[src/rtl/mmcm_ps_seq_pkg.sv]
// Shared types and defaults for the MMCM fine phase-shift sequencer.
package mmcm_ps_seq_pkg;

  localparam int PS_BITS_DEF = 11;
  localparam int PS_MIN_DEF  = -448;
  localparam int PS_MAX_DEF  = 447;
  localparam int TMO_CYC_DEF = 1023;

  typedef enum logic [2:0] {
    WAIT_LOCK = 3'd0,
    IDLE      = 3'd1,
    STEP      = 3'd2,
    WAIT_DONE = 3'd3,
    ERR       = 3'd4
  } ps_state_e;

endpackage

[src/rtl/mmcm_ps_lock_sync.sv]
// Two-flop synchroniser bringing MMCM LOCKED into the clk domain.
module mmcm_ps_lock_sync (
  input  logic clk,
  input  logic rst,
  input  logic d,
  output logic q
);

  logic s1_q;
  logic s2_q;

  always_ff @(posedge clk or posedge rst) begin
    if (rst) begin
      s1_q <= 1'b0;
      s2_q <= 1'b0;
    end else begin
      s1_q <= d;
      s2_q <= s1_q;
    end
  end

  assign q = s2_q;

endmodule

[src/rtl/mmcm_ps_seq.sv]
// Steps the MMCM fine phase shift one PSEN at a time toward a run-time
// target and re-applies that target after every relock.
import mmcm_ps_seq_pkg::*;

module mmcm_ps_seq #(
  parameter int PS_BITS = PS_BITS_DEF,
  parameter int PS_MIN  = PS_MIN_DEF,
  parameter int PS_MAX  = PS_MAX_DEF,
  parameter int TMO_CYC = TMO_CYC_DEF
) (
  input  logic               clk,
  input  logic               rst,
  input  logic               locked,
  input  logic [PS_BITS-1:0] target,
  input  logic               target_we,
  output logic               ps_en,
  output logic               ps_incdec,
  input  logic               ps_done,
  output logic [PS_BITS-1:0] phase,
  output logic               busy,
  output logic               settled,
  output logic               err
);

  localparam int TMR_W = $clog2(TMO_CYC + 1);

  ps_state_e state_q, state_d;
  logic signed [PS_BITS-1:0] phase_q, phase_d;
  logic signed [PS_BITS-1:0] tgt_q, tgt_d;
  logic [TMR_W-1:0] tmr_q, tmr_d;
  logic inc_q, inc_d;
  logic err_q, err_d;
  logic lock_s;
  logic up;

  mmcm_ps_lock_sync u_lock_sync (
    .clk (clk),
    .rst (rst),
    .d   (locked),
    .q   (lock_s)
  );

  assign up = tgt_q > phase_q;

  always_comb begin
    state_d = state_q;
    phase_d = phase_q;
    tgt_d   = tgt_q;
    tmr_d   = tmr_q;
    inc_d   = inc_q;
    err_d   = err_q;

    if (target_we) begin
      if ($signed(target) < PS_MIN)
        tgt_d = PS_BITS'(PS_MIN);
      else if ($signed(target) > PS_MAX)
        tgt_d = PS_BITS'(PS_MAX);
      else
        tgt_d = $signed(target);
    end

    unique case (state_q)
      WAIT_LOCK: begin
        phase_d = '0;
        if (lock_s) state_d = IDLE;
      end
      IDLE: begin
        if (phase_q != tgt_q) state_d = STEP;
      end
      STEP: begin
        inc_d   = up;
        tmr_d   = '0;
        state_d = WAIT_DONE;
      end
      WAIT_DONE: begin
        tmr_d = tmr_q + 1'b1;
        if (ps_done) begin
          phase_d = inc_q ? phase_q + PS_BITS'(1)
                          : phase_q - PS_BITS'(1);
          state_d = IDLE;
        end else if (tmr_d == TMR_W'(TMO_CYC)) begin
          // err lands TMO_CYC+1 clk after the PSEN pulse
          err_d   = 1'b1;
          state_d = ERR;
        end
      end
      ERR: ;
      default: state_d = WAIT_LOCK;
    endcase

    // MMCM reset wipes the fine shift; keep target, drop everything else
    if (!lock_s) begin
      state_d = WAIT_LOCK;
      phase_d = '0;
      err_d   = 1'b0;
    end
  end

  always_ff @(posedge clk or posedge rst) begin
    if (rst) begin
      state_q <= WAIT_LOCK;
      phase_q <= '0;
      tgt_q   <= '0;
      tmr_q   <= '0;
      inc_q   <= 1'b0;
      err_q   <= 1'b0;
    end else begin
      state_q <= state_d;
      phase_q <= phase_d;
      tgt_q   <= tgt_d;
      tmr_q   <= tmr_d;
      inc_q   <= inc_d;
      err_q   <= err_d;
    end
  end

  assign ps_en     = state_q == STEP;
  assign ps_incdec = (state_q == STEP) ? up : inc_q;
  assign phase     = phase_q;
  assign err       = err_q;
  assign busy      = (state_q == STEP) || (state_q == WAIT_DONE) ||
                     ((state_q == IDLE) && (phase_q != tgt_q));
  assign settled   = (state_q == IDLE) && (phase_q == tgt_q) && lock_s;

endmodule

[config.mk]
export PLATFORM = sky130hd
export DESIGN_NAME = mmcm_ps_seq
export DESIGN_NICKNAME = d
export VERILOG_FILES = /design/src/rtl/mmcm_ps_seq_pkg.sv /design/src/rtl/mmcm_ps_lock_sync.sv /design/src/rtl/mmcm_ps_seq.sv
export SDC_FILE = /design/constraint.sdc
export NUM_CORES = 1
export LEC_CHECK = 0
export BUFFER_PORTS_ARGS = -buffer_cell sky130_fd_sc_hd__buf_2
export CAP_MARGIN = 15
export CORE_ASPECT_RATIO = 0.5
export CORE_MARGIN = 10
export CORE_UTILIZATION = 58
export DETAILED_ROUTE_END_ITERATION = 7
export GPL_TIMING_DRIVEN = 0
export MAX_ROUTING_LAYER = met4
export PLACE_DENSITY = 0.8
export RECOVER_POWER = 100
export SLEW_MARGIN = 40
export SYNTH_ARGS = -nofsm -noshare
export SYNTH_HDL_FRONTEND = slang
export SYNTH_SLANG_ARGS = --single-unit
[constraint.sdc]
create_clock -name clk -period 2.5 [get_ports clk]
set_input_delay 0.125 -clock clk [delete_from_list [all_inputs] [get_ports clk]]
set_output_delay 0.125 -clock clk [all_outputs]
set_load 0.005 [all_outputs]
**After elaboration in Yosys (flattened, before gate mapping)**

Index checks and enable logic that the tools add are counted.

- Register bits after elaboration: 39
- Output and inout bits: 16

- Add/subtract/negate cells: 3
- Magnitude comparators: 3
- Equality and inequality tests: 15
- Multiplexer cells: 17
- Reduce and logical (&&, ||, !) cells: 10

Operators by type and width:

| cell | count |
|---|---|
| two-way mux 11 bit | 5 |
| case mux 11 bit (2 select lines) | 1 |
| case mux 10 bit (2 select lines) | 1 |
| case mux 3 bit (5 select lines) | 1 |
| two-way mux 3 bit | 4 |
| adder 11 x 2 -> 11 bit (second input constant) | 1 |
| equality test 11 bit | 1 |
| greater-than comparator 11 x 10 -> 1 bit (second input constant) | 1 |
| greater-than comparator 11 bit | 1 |
| less-than comparator 11 x 10 -> 1 bit (second input constant) | 1 |
| != test 11 bit | 1 |
| subtractor 11 x 2 -> 11 bit (second input constant) | 1 |
| adder 10 x 1 -> 10 bit (second input constant) | 1 |
| equality test 10 bit (second input constant) | 1 |
| != test 3 bit (second input constant) | 3 |
| != test 2 bit (second input constant) | 4 |
| equality test 3 x 2 -> 1 bit (second input constant) | 2 |
| AND reduction 3 bit | 2 |
| two-way mux 1 bit | 5 |
| != test 4 bit (second input constant) | 1 |
| equality test 3 x 1 -> 1 bit (second input constant) | 1 |
| equality test 3 bit (second input constant) | 1 |
| logical AND 1 bit | 3 |
| logical NOT 3 bit | 1 |
| 3 further kinds | 4 |

**Depth between registers and ports, before layout**

Gate-level depths: netlist of the first run.

- Word-level depth: 6
- Mapped depth: 8
- Mapped depth without buffers: 8

**Hierarchy**

Synthesis of the first run repeated with hierarchy kept, for this count alone.

- Cells, all modules: 297
- Area total of the unflattened synthesis: 2,626.3 µm²

By module, submodules not included:

| module | instances | cells an instance | area each (µm²) | seq. area each (µm²) |
|---|---|---|---|---|
| mmcm_ps_seq | 1 | 294 | 2,572.5 | 925.9 |
| mmcm_ps_lock_sync | 1 | 3 | 53.8 | 50.0 |

**Least setup slack after synthesis of the first run**

No wires, ideal clock.

- Path kind: reg2reg
- Start: reg inc_q
- End: reg phase_q[10] (netlist: phase[10])
- Setup time: 0.133 ns
- Arrival: 1.986 ns
- Required time: 2.367 ns
- Path slack: 0.381 ns
- Stages on the path, launching flop included: 9
- Buffers on the path: 0
- Cells stage by stage: dfrtp_1 inv_1 fa_1 a211oi_1 o21ai_1 a2111oi_2 nor3_1 o21ai_1 o31ai_1

- Word-level cells in the longest chain between the ends: 4

RTL lines:

| element | RTL line | source |
|---|---|---|
| start, declared | mmcm_ps_seq.sv:31 | `logic inc_q, inc_d;` |
| start signal, assigned | mmcm_ps_seq.sv:112 | `inc_q <= inc_d;` |
| two-way mux 11 bit | mmcm_ps_seq.sv:78 | `phase_d = inc_q ? phase_q + PS_BITS'(1)` |
| two-way mux 11 bit | mmcm_ps_seq.sv:77 | `if (ps_done) begin` |
| case mux 11 bit (2 select lines) | mmcm_ps_seq.sv:62 | `unique case (state_q)` |
| two-way mux 11 bit | mmcm_ps_seq.sv:92 | `if (!lock_s) begin` |
| end signal, assigned | mmcm_ps_seq.sv:109 | `phase_q <= phase_d;` |
| end, declared | mmcm_ps_seq.sv:28 | `logic signed [PS_BITS-1:0] phase_q, phase_d;` |

Every way passes these cells. The select of a mux whose other input is x is not followed.
A chain may end at the register's enable or synchronous reset.

**Worst setup path in the final report of the first run**

Ends and elaborated chain as after synthesis.

==> results of run 1 <==
## synthesized netlist by cell type, types with 5 or more instances
| cell | n | area share, % |
|---|---|---|
| a21o_1 | 9 | 2.6 |
| a21oi_1 | 13 | 2.5 |
| dfrtp_1 | 39 | 37 |
| ha_1 | 22 | 11 |
| inv_1 | 27 | 3.9 |
| nand2_1 | 32 | 4.6 |
| nand3_1 | 9 | 1.7 |
| nor2_1 | 12 | 1.7 |
| nor2b_1 | 5 | 1.2 |
| nor3_1 | 5 | 0.96 |
| o21ai_0 | 23 | 4.4 |
| o21ai_1 | 15 | 2.9 |
| o31ai_1 | 5 | 1.4 |
| xor2_1 | 6 | 2.0 |
## sequential cells by signal (all words and copies together), names as in the netlist
register / cells
tmr_q: 10
inc_q: 1
tgt_q: 11
state_q: 3
u_lock_sync.s1_q: 1
phase: 11
err: 1
u_lock_sync.q: 1
## power by group through the flow
stage | Sequential, mW | Combinational (mW) | Clock, mW
2_1_floorplan | 0.766 | 0.558 | 0
3_3_place_gp | 0.781 | 0.680 | 0
3_5_place_dp | 0.785 | 0.722 | 0
4_1_cts | 0.772 | 0.734 | 0.655
5_1_grt | 0.793 | 0.957 | 0.688
6_report | 0.782 | 0.857 | 0.643
## cell families after synthesis
logic type	share of synthesized area, %
flip-flops	37.39
XOR/XNOR	3.644
adder cells (fa/ha/maj)	12.08
buffers and inverters	5.465
AND/OR/NAND/NOR	17.83
AO/OA/AOI/OAI	21.09
multiplexers	2.493
## metal layers
| metal | global-route usage [%] | vias up | share of wire (%) |
|---|---|---|---|
| met4 | 7.362 | 0 | 1.6 |
| met3 | 3.537 | 10 | 3.0 |
| li1 | - | 1122 | - |
| met1 | 19.90 | 1122 | 47 |
| met2 | 28.42 | 50 | 49 |
| met5 | - | - | 0 |
## through the flow
stage,instances,util [%]
2_1_floorplan,291,-
3_3_place_gp,379,65.05
3_5_place_dp,380,65.68
4_1_cts,390,69.27
5_1_grt,397,69.93
6_report,397,69.93
## final timing paths
| path | slack, ps | endpoint |
|---|---|---|
| worst max-delay path | 60 | phase[10]$_DFFE_PP0P_ |
| worst min-delay path | 60 | tgt_q[2]$_DFFE_PP0P_ |
| worst max register to register | 60 | phase[10]$_DFFE_PP0P_ |
| worst min register to register | 370 | u_lock_sync.q$_DFF_PP0_ |
| max in group asynchronous | 450 | inc_q$_DFF_PP0_ |
| min in group asynchronous | 500 | tmr_q[2]$_DFFE_PP0N_ |
## worst max-delay path, cell delays in order (launching register included)
cell and delay, ps:
dfrtp_2 450, clkinvlp_4 200, buf_4 180, ha_1 320
a21o_1 240, mux2_1 340, a211o_1 330, nor3_1 150
o21ai_1 80, o31ai_1 60
## what timing repair did
action	4_1_cts	5_1_grt
endpoints found under the hold margin	19	0
gates resized for setup	0	7
setup buffers	0	7
setup endpoints to repair	0	3
hold buffers	2	0
## final cells by class
type                            count  area (sq um)  share of cell area, %
Clock inverter                      3         67.56                  2.216
Sequential cell                    39         977.2                  32.05
Inverter                           27         105.1                  3.447
Clock buffer                        5         68.82                  2.257
Timing Repair Buffer               41         214.0                  7.017
Multi-Input combinational cell    218          1504                  49.32
Tap cell                           57         71.32                  2.339
Buffer                              7         41.29                  1.354
==> metrics.yaml, run 1 <==
logic_synthesis:
  synth_fp_nets: 330
  ys.flop_type: "dfrtp_1"
  ys_ff_latch: 39
  yosysSeqAreaShare_pct: 37.39
  yosysWarnings: 0
  synth_edf_count: 0
  ys_types: 53
  syn_area_per_cell_sq_um: 8.969
  syn_area_sq_um: 2610
  synth_cells: 291
  async_flop_share_pct: 100.0
power_and_ir_drop:
  power.share.combinational_pct: 37.6
  power_density_nw_per_um2: 748.5
  power_mw: 2.282
  p_switching_uw: 794.8
  sequentialPowerShare_pct: 34.3
  internal_power_mw: 1.488
  vdd_drop_max_mv: 0.4552
  power_switching_share_pct: 34.82
  p_clk_share_pct: 28.2
  p_leak_nw: 1.431
cts:
  clock-sinks: 39
  clkLatencyLatePin_ps: 310
  clk_pin_slew_ps: 80
  cts_made_buffers: 5
  cts_root_buf: "clkbuf_8"
  clock_path_buffers: 2
  htree_num_levels: 2
  cts_tree: "done"
global_routing:
  grt_max_degree: 22
  grt_pass1_vias: 2285
  antenna_found_initial: 0
  grt_overflow: 0
  track_usage_pct: 17.07
  grt_pass1_wl_um: 10350
setup_path:
  path_max_fanout: 6
  arrival_ps: 2660
  crit_required_ps: 2710
  reg2reg_from: "inc_q$_DFF_PP0_"
  endpoint_kind: "register"
  rr_worst_depth: 9
  start_kind: "register"
  cp-startpoint: "inc_q$_DFF_PP0_"
  crit_type: "reg -> reg"
final_layout:
  syn2layout_area_growth_pct: 16.83
  nNetsFinal: 378
  fillers: 333
  layout-drive-gt1-share_pct: 15.59
  final_common_cell: "dfrtp_1"
  final_cell_mix: "38 x dfrtp_1, 32 x nand2_1, 26 x inv_1"
  final_area_sq_um: 3049
  diodes: 0
sta:
  whs_ps: 63.10
  rsz0062_at_grt: "true"
  tightestPinTransition_ps: 1116
  slew_viol_final: 0
  layout_setup_ws_ps: 55.25
  fin_tns_setup_ps: 0
  max_freq_mhz: 409.0
  period_share_pct: 97.79
  finalHoldViolations: 0
  clock_skew_ps: 10.62
  period_minus_slack_ps: 2445
  finalSetupViolCount: 0
  slew_headroom_pct: 25.62
floorplanning:
  rows: 17
  ios: 32
  core_area_sq_um: 4360
  fp.dieH_um: 67.44
  initial_utilization_pct: 59.86
  die_w_um: 114.9
  die_area_sq_um: 7746
detailed_routing:
  wl_per_cell_um: 15.79
  vias: 2304
  drt_first_pass_iters: 4
  first_iter_violations: 124
  viasPerCell: 5.804
  drt-total-wl_um: 6267
  ant_nets: 0
  drc: 0
job:
  maxCapViolCount: 0
hold_path:
  hold_class: "in -> reg"
  min_from: "target[2]"
  min_path_cells: 3
run_status:
  outcome: "finished, final reports clean"
placed_design:
  port_buffers: 31
  dp_hpwl_um: 4545
  dpl_cell_area_sq_um: 2864
  dp_worst_setup_slack_ps: 71.13
  routabilityCongestion: 0.8592
Power figures use the tool's default switching activity.
==> inputs of run 2 (changes only) <==
==> constraint.sdc (replaced) <==
create_clock -name clk -period 2.67 [get_ports clk]
set_input_delay 0.1335 -clock clk [delete_from_list [all_inputs] [get_ports clk]]
set_output_delay 0.1335 -clock clk [all_outputs]
set_load 0.005 [all_outputs]
==> run 2 against run 1 <==
  * Critical path depth down 1
  * Combinational power down 22%
  * Clock-buffer cell count unchanged
  * Final cell count down 1.8%
  * Worst setup slack better by 120 ps
  * Cell area down 3.1%
  * Clock skew down 2.2 ps
  * Die area unchanged
  * Routed wire length down 4.7%
  * Non-clock buffer count down 7
  * Critical endpoint unchanged
  * Largest power group is now registers
  * Highest routed layer unchanged
==> metrics.yaml, run 2 (same netlist as run 1, synthesis figures left out) <==
run_status:
  outcome: "finished, final reports clean"
sta:
  finalHoldViolations: 0
  period_share_pct: 93.45
  finalSetupViolCount: 0
  slew_viol_final: 0
  max_freq_mhz: 400.8
  layout_setup_ws_ps: 174.8
  tightestPinTransition_ps: 1113
  fin_tns_setup_ps: 0
  clock_skew_ps: 8.387
  slew_headroom_pct: 25.83
  period_minus_slack_ps: 2495
  rsz0062_at_grt: "false"
floorplanning:
  fp.dieH_um: 67.44
  die_area_sq_um: 7746
  ios: 32
  die_w_um: 114.9
  core_area_sq_um: 4360
  rows: 17
  initial_utilization_pct: 59.86
global_routing:
  antenna_found_initial: 0
  grt_pass1_wl_um: 10350
  track_usage_pct: 17.07
  grt_overflow: 0
  grt_pass1_vias: 2285
  grt_max_degree: 22
cts:
  cts_root_buf: "clkbuf_8"
  clkLatencyLatePin_ps: 310
  clock_path_buffers: 2
  htree_num_levels: 2
  cts_made_buffers: 5
  clock-sinks: 39
  cts_resized: 0
  post_cts_buffers: 0
  cts-hold-fix-buffers: 2
  clk_pin_slew_ps: 80
  cts_tree: "done"
final_layout:
  syn2layout_area_growth_pct: 13.18
  multi_input_area_sq_um: 1474
  final_common_cell: "dfrtp_1"
  fillers: 355
  ff_latch_area_sq_um: 975.9
  layout-drive-gt1-share_pct: 10.21
  final_area_sq_um: 2954
  nNetsFinal: 371
  diodes: 0
  fin_cells: 390
  final_cell_mix: "39 x dfrtp_1, 32 x nand2_1, 32 x o21ai_0"
setup_path:
  reg2reg_from: "inc_q$_DFF_PP0_"
  cp-startpoint: "inc_q$_DFF_PP0_"
  endpoint_kind: "register"
  start_kind: "register"
  crit_type: "reg -> reg"
  arrival_ps: 2670
  path_max_fanout: 11
  crit_required_ps: 2850
placed_design:
  placedCellCount: 380
  port_buffers: 31
  dpl_cell_area_sq_um: 2864
  dp_worst_setup_slack_ps: 241.1
  dp_hpwl_um: 4545
  routabilityCongestion: 0.8592
power_and_ir_drop:
  power_density_nw_per_um2: 676.0
  p_leak_nw: 1.374
  vdd_drop_max_mv: 0.3686
  power_mw: 1.997
hold_path:
  min_from: "target[2]"
  hold_class: "in -> reg"
detailed_routing:
  drc: 0
  drt_first_pass_iters: 4
  viasPerCell: 5.744
  drt-total-wl_um: 5974
  wl_per_cell_um: 15.32
  first_iter_violations: 120
  ant_nets: 0
  vias: 2240
job:
  maxCapViolCount: 0
[run 2: power by group]
group / internal (mW) / total, mW / switching (mW)
combinational: 0.285 / 0.671 / 0.386
sequential: 0.652 / 0.722 / 0.0702
clock: 0.373 / 0.604 / 0.231
total: 1.31 / 2.00 / 0.688
[run 2: path summary, 6_finish.rpt]
check,end,slack [ps],cells past startpoint
max in group asynchronous,tgt_q[7]$_DFFE_PP0P_,700,4
min reg2reg,u_lock_sync.q$_DFF_PP0_,370,0
min in group asynchronous,tmr_q[2]$_DFFE_PP0N_,500,3
max reg2reg,phase[10]$_DFFE_PP0P_,170,8
min,tgt_q[2]$_DFFE_PP0P_,70,3
max,phase[10]$_DFFE_PP0P_,170,8
[run 2: cell type report]
cell class | count | area share (%)
Sequential cell | 39 | 33.04
Tap cell | 57 | 2.414
Clock inverter | 3 | 2.287
Timing Repair Buffer | 34 | 5.337
Multi-Input combinational cell | 218 | 49.89
Buffer | 7 | 1.271
Clock buffer | 5 | 2.330
Inverter | 27 | 3.431
[run 2: layer usage]
metal / track usage (%) / up-vias / share of wire, % / routed length, um
met3: 3.537 / 14 / 2.3 / 139
met2: 28.42 / 34 / 48 / 2873
met5: - / - / 0 / 0
met4: 7.362 / 0 / 2.2 / 132
li1: - / 1105 / - / -
met1: 19.90 / 1087 / 47 / 2828
[run 2: per-stage QoR]
stage          hold slack, ps  util (%)
2_1_floorplan           164.9         -
3_3_place_gp            242.5     65.05
3_5_place_dp            177.9     65.68
4_1_cts                 72.11     69.27
5_1_grt                 86.37     67.75
6_report                71.12     67.75
[run 2: critical path, stage by stage, from the launching register on]
cell	delay, ps
dfrtp_1	420
inv_1	240
fa_1	490
a211oi_1	300
o21ai_1	210
a2111oi_2	400
nor3_1	90
o21ai_1	130
o31ai_1	80
==> inputs of run 3 (changes only) <==
--- a/config.mk
+++ b/config.mk
@@ -13,7 +13,7 @@
 export DETAILED_ROUTE_END_ITERATION = 7
 export GPL_TIMING_DRIVEN = 0
 export MAX_ROUTING_LAYER = met4
-export PLACE_DENSITY = 0.8
+export PLACE_DENSITY = 0.84
 export RECOVER_POWER = 100
 export SLEW_MARGIN = 40
 export SYNTH_ARGS = -nofsm -noshare
==> run 3 against run 2 <==
  * Clock-buffer cell count is 1 higher
  * Clock power fell by 38%
  * Clock skew is 2.5 ps lower
  * Register-to-register slack is essentially flat
  * Global-route usage decreased by 0.27 points
  * Die area stayed put
  * Largest cell class unchanged
  * Largest power group is now combinational logic
==> metrics.yaml, run 3 (same netlist as run 1, synthesis figures left out) <==
power_and_ir_drop:
  sequentialPowerShare_pct: 39.0
  power_switching_share_pct: 37.07
  p_clk_share_pct: 19.8
  power_density_nw_per_um2: 635.3
  internal_power_mw: 1.183
  vdd_drop_max_mv: 0.3039
  p_switching_uw: 697.1
  p_leak_nw: 1.385
  power.share.combinational_pct: 41.2
final_layout:
  diodes: 0
  final_cell_mix: "38 x dfrtp_1, 32 x nand2_1, 29 x o21ai_0"
  fin_cells: 395
  final_area_sq_um: 2960
  fillers: 357
  syn2layout_area_growth_pct: 13.42
  layout-drive-gt1-share_pct: 12.43
  nNetsFinal: 378
  final_common_cell: "dfrtp_1"
  finalCoreUtilization_pct: 67.89
sta:
  period_minus_slack_ps: 2485
  tightestPinTransition_ps: 1182
  max_freq_mhz: 402.5
  finalHoldViolations: 0
  rsz0062_at_grt: "false"
  finalSetupViolCount: 0
  fin_tns_setup_ps: 0
  slew_headroom_pct: 21.22
  whs_ps: 102.5
  period_share_pct: 93.06
  clock_skew_ps: 5.846
  slew_viol_final: 0
detailed_routing:
  route.met2.wl_um: 3074
  vias: 2272
  wl_met1_um: 2837
  viasPerCell: 5.752
  first_iter_violations: 185
  wl_per_cell_um: 15.67
  routed.top_layer: "met4"
  drt_first_pass_iters: 4
  drc: 0
  drt-total-wl_um: 6188
  wl_met3_um: 206
  ant_nets: 0
placed_design:
  dpl_cell_area_sq_um: 2864
  routabilityCongestion: 0.8411
  dp_hpwl_um: 4675
  placedCellCount: 380
  port_buffers: 31
run_status:
  outcome: "finished, final reports clean"
setup_path:
  path_max_fanout: 6
  crit_required_ps: 2830
  start_kind: "register"
  endpoint_kind: "register"
  arrival_ps: 2650
  crit_type: "reg -> reg"
global_routing:
  grt_pass1_vias: 2246
  grt_max_degree: 23
  grt_overflow: 0
  grt_pass1_wl_um: 10380
  track_usage_pct: 16.80
  antenna_found_initial: 0
floorplanning:
  die_area_sq_um: 7746
  fp.dieH_um: 67.44
  die_w_um: 114.9
  core_area_sq_um: 4360
  initial_utilization_pct: 59.86
  ios: 32
  rows: 17
job:
  maxCapViolCount: 0
hold_path:
  hold_class: "in -> reg"
cts:
  clk_pin_slew_ps: 70
  htree_num_levels: 2
  cts_root_buf: "clkbuf_8"
  cts_tree: "done"
  cts_made_buffers: 5
  clkLatencyLatePin_ps: 290
  clock_path_buffers: 2
  clock-sinks: 39
-- run 3: changes by cell type in the layout (fill, tap and decap cells not counted), moves of 2 or more --
cell / change
o21ai_0: -3
buf_4: +5
o21ai_1: +3
bufinv_16: -2
buf_2: +2
-- run 3: repair_timing --
action                     4_1_cts  5_1_grt
setup endpoints to repair        0        1
gates resized for setup          0        3
hold buffers                     2        0
buffers inserted                 0        7
hold endpoints to repair        18        0
-- run 3: final timing paths --
| path | startpoint | end | slack (ps) | cells after the start |
|---|---|---|---|---|
| max in group asynchronous | rst | inc_q$_DFF_PP0_ | 600 | 4 |
| min in group asynchronous | rst | tmr_q[2]$_DFFE_PP0N_ | 480 | 3 |
| worst min-delay path | target[1] | tgt_q[1]$_DFFE_PP0P_ | 100 | 3 |
| worst max register to register | inc_q$_DFF_PP0_ | phase[10]$_DFFE_PP0P_ | 190 | 8 |
| worst min register to register | u_lock_sync.s1_q$_DFF_PP0_ | u_lock_sync.q$_DFF_PP0_ | 350 | 0 |
| worst max-delay path | inc_q$_DFF_PP0_ | phase[10]$_DFFE_PP0P_ | 190 | 8 |
-- run 3: per-stage QoR --
stage                     setup slack (ps)  power, mW
after floorplan                      551.3      1.240
after global placement               297.2      1.366
after detailed placement             215.8      1.419
after CTS                            185.2      1.792
after global routing                 24.53      2.010
final                                185.3      1.881
-- run 3: layer usage --
metal  global-route usage [%]  vias to the layer above
li1                         -                     1128
met1                    20.30                     1091
met2                    28.21                       43
met3                    2.918                       10
met4                    5.675                        0
met5                        -                        -
-- run 3: power by group through the flow --
stage	Clock [mW]	Combinational (mW)	Sequential (mW)
6_report	0.372	0.775	0.733
5_1_grt	0.400	0.866	0.744
4_1_cts	0.375	0.693	0.725
3_5_place_dp	0	0.684	0.735
3_3_place_gp	0	0.635	0.731
2_1_floorplan	0	0.523	0.717
-- run 3: area by class of cell --
| type | count | area (sq um) | area share (%) |
|---|---|---|---|
| Buffer | 7 | 37.54 | 1.268 |
| Tap cell | 57 | 71.32 | 2.409 |
| Multi-Input combinational cell | 218 | 1486 | 50.21 |
| Sequential cell | 39 | 977.2 | 33.01 |
| Inverter | 27 | 105.1 | 3.550 |
| Clock buffer | 6 | 72.57 | 2.451 |
| Timing Repair Buffer | 41 | 210.2 | 7.101 |
-- run 3: worst max-delay path, cell delays in order, from the launching register on --
cell and delay [ps]:
dfrtp_2 450, clkinvlp_4 190, fa_1 470, a211oi_1 320
o21ai_1 220, a2111oi_4 360, nor3_1 100, o21ai_1 150
o31ai_1 90
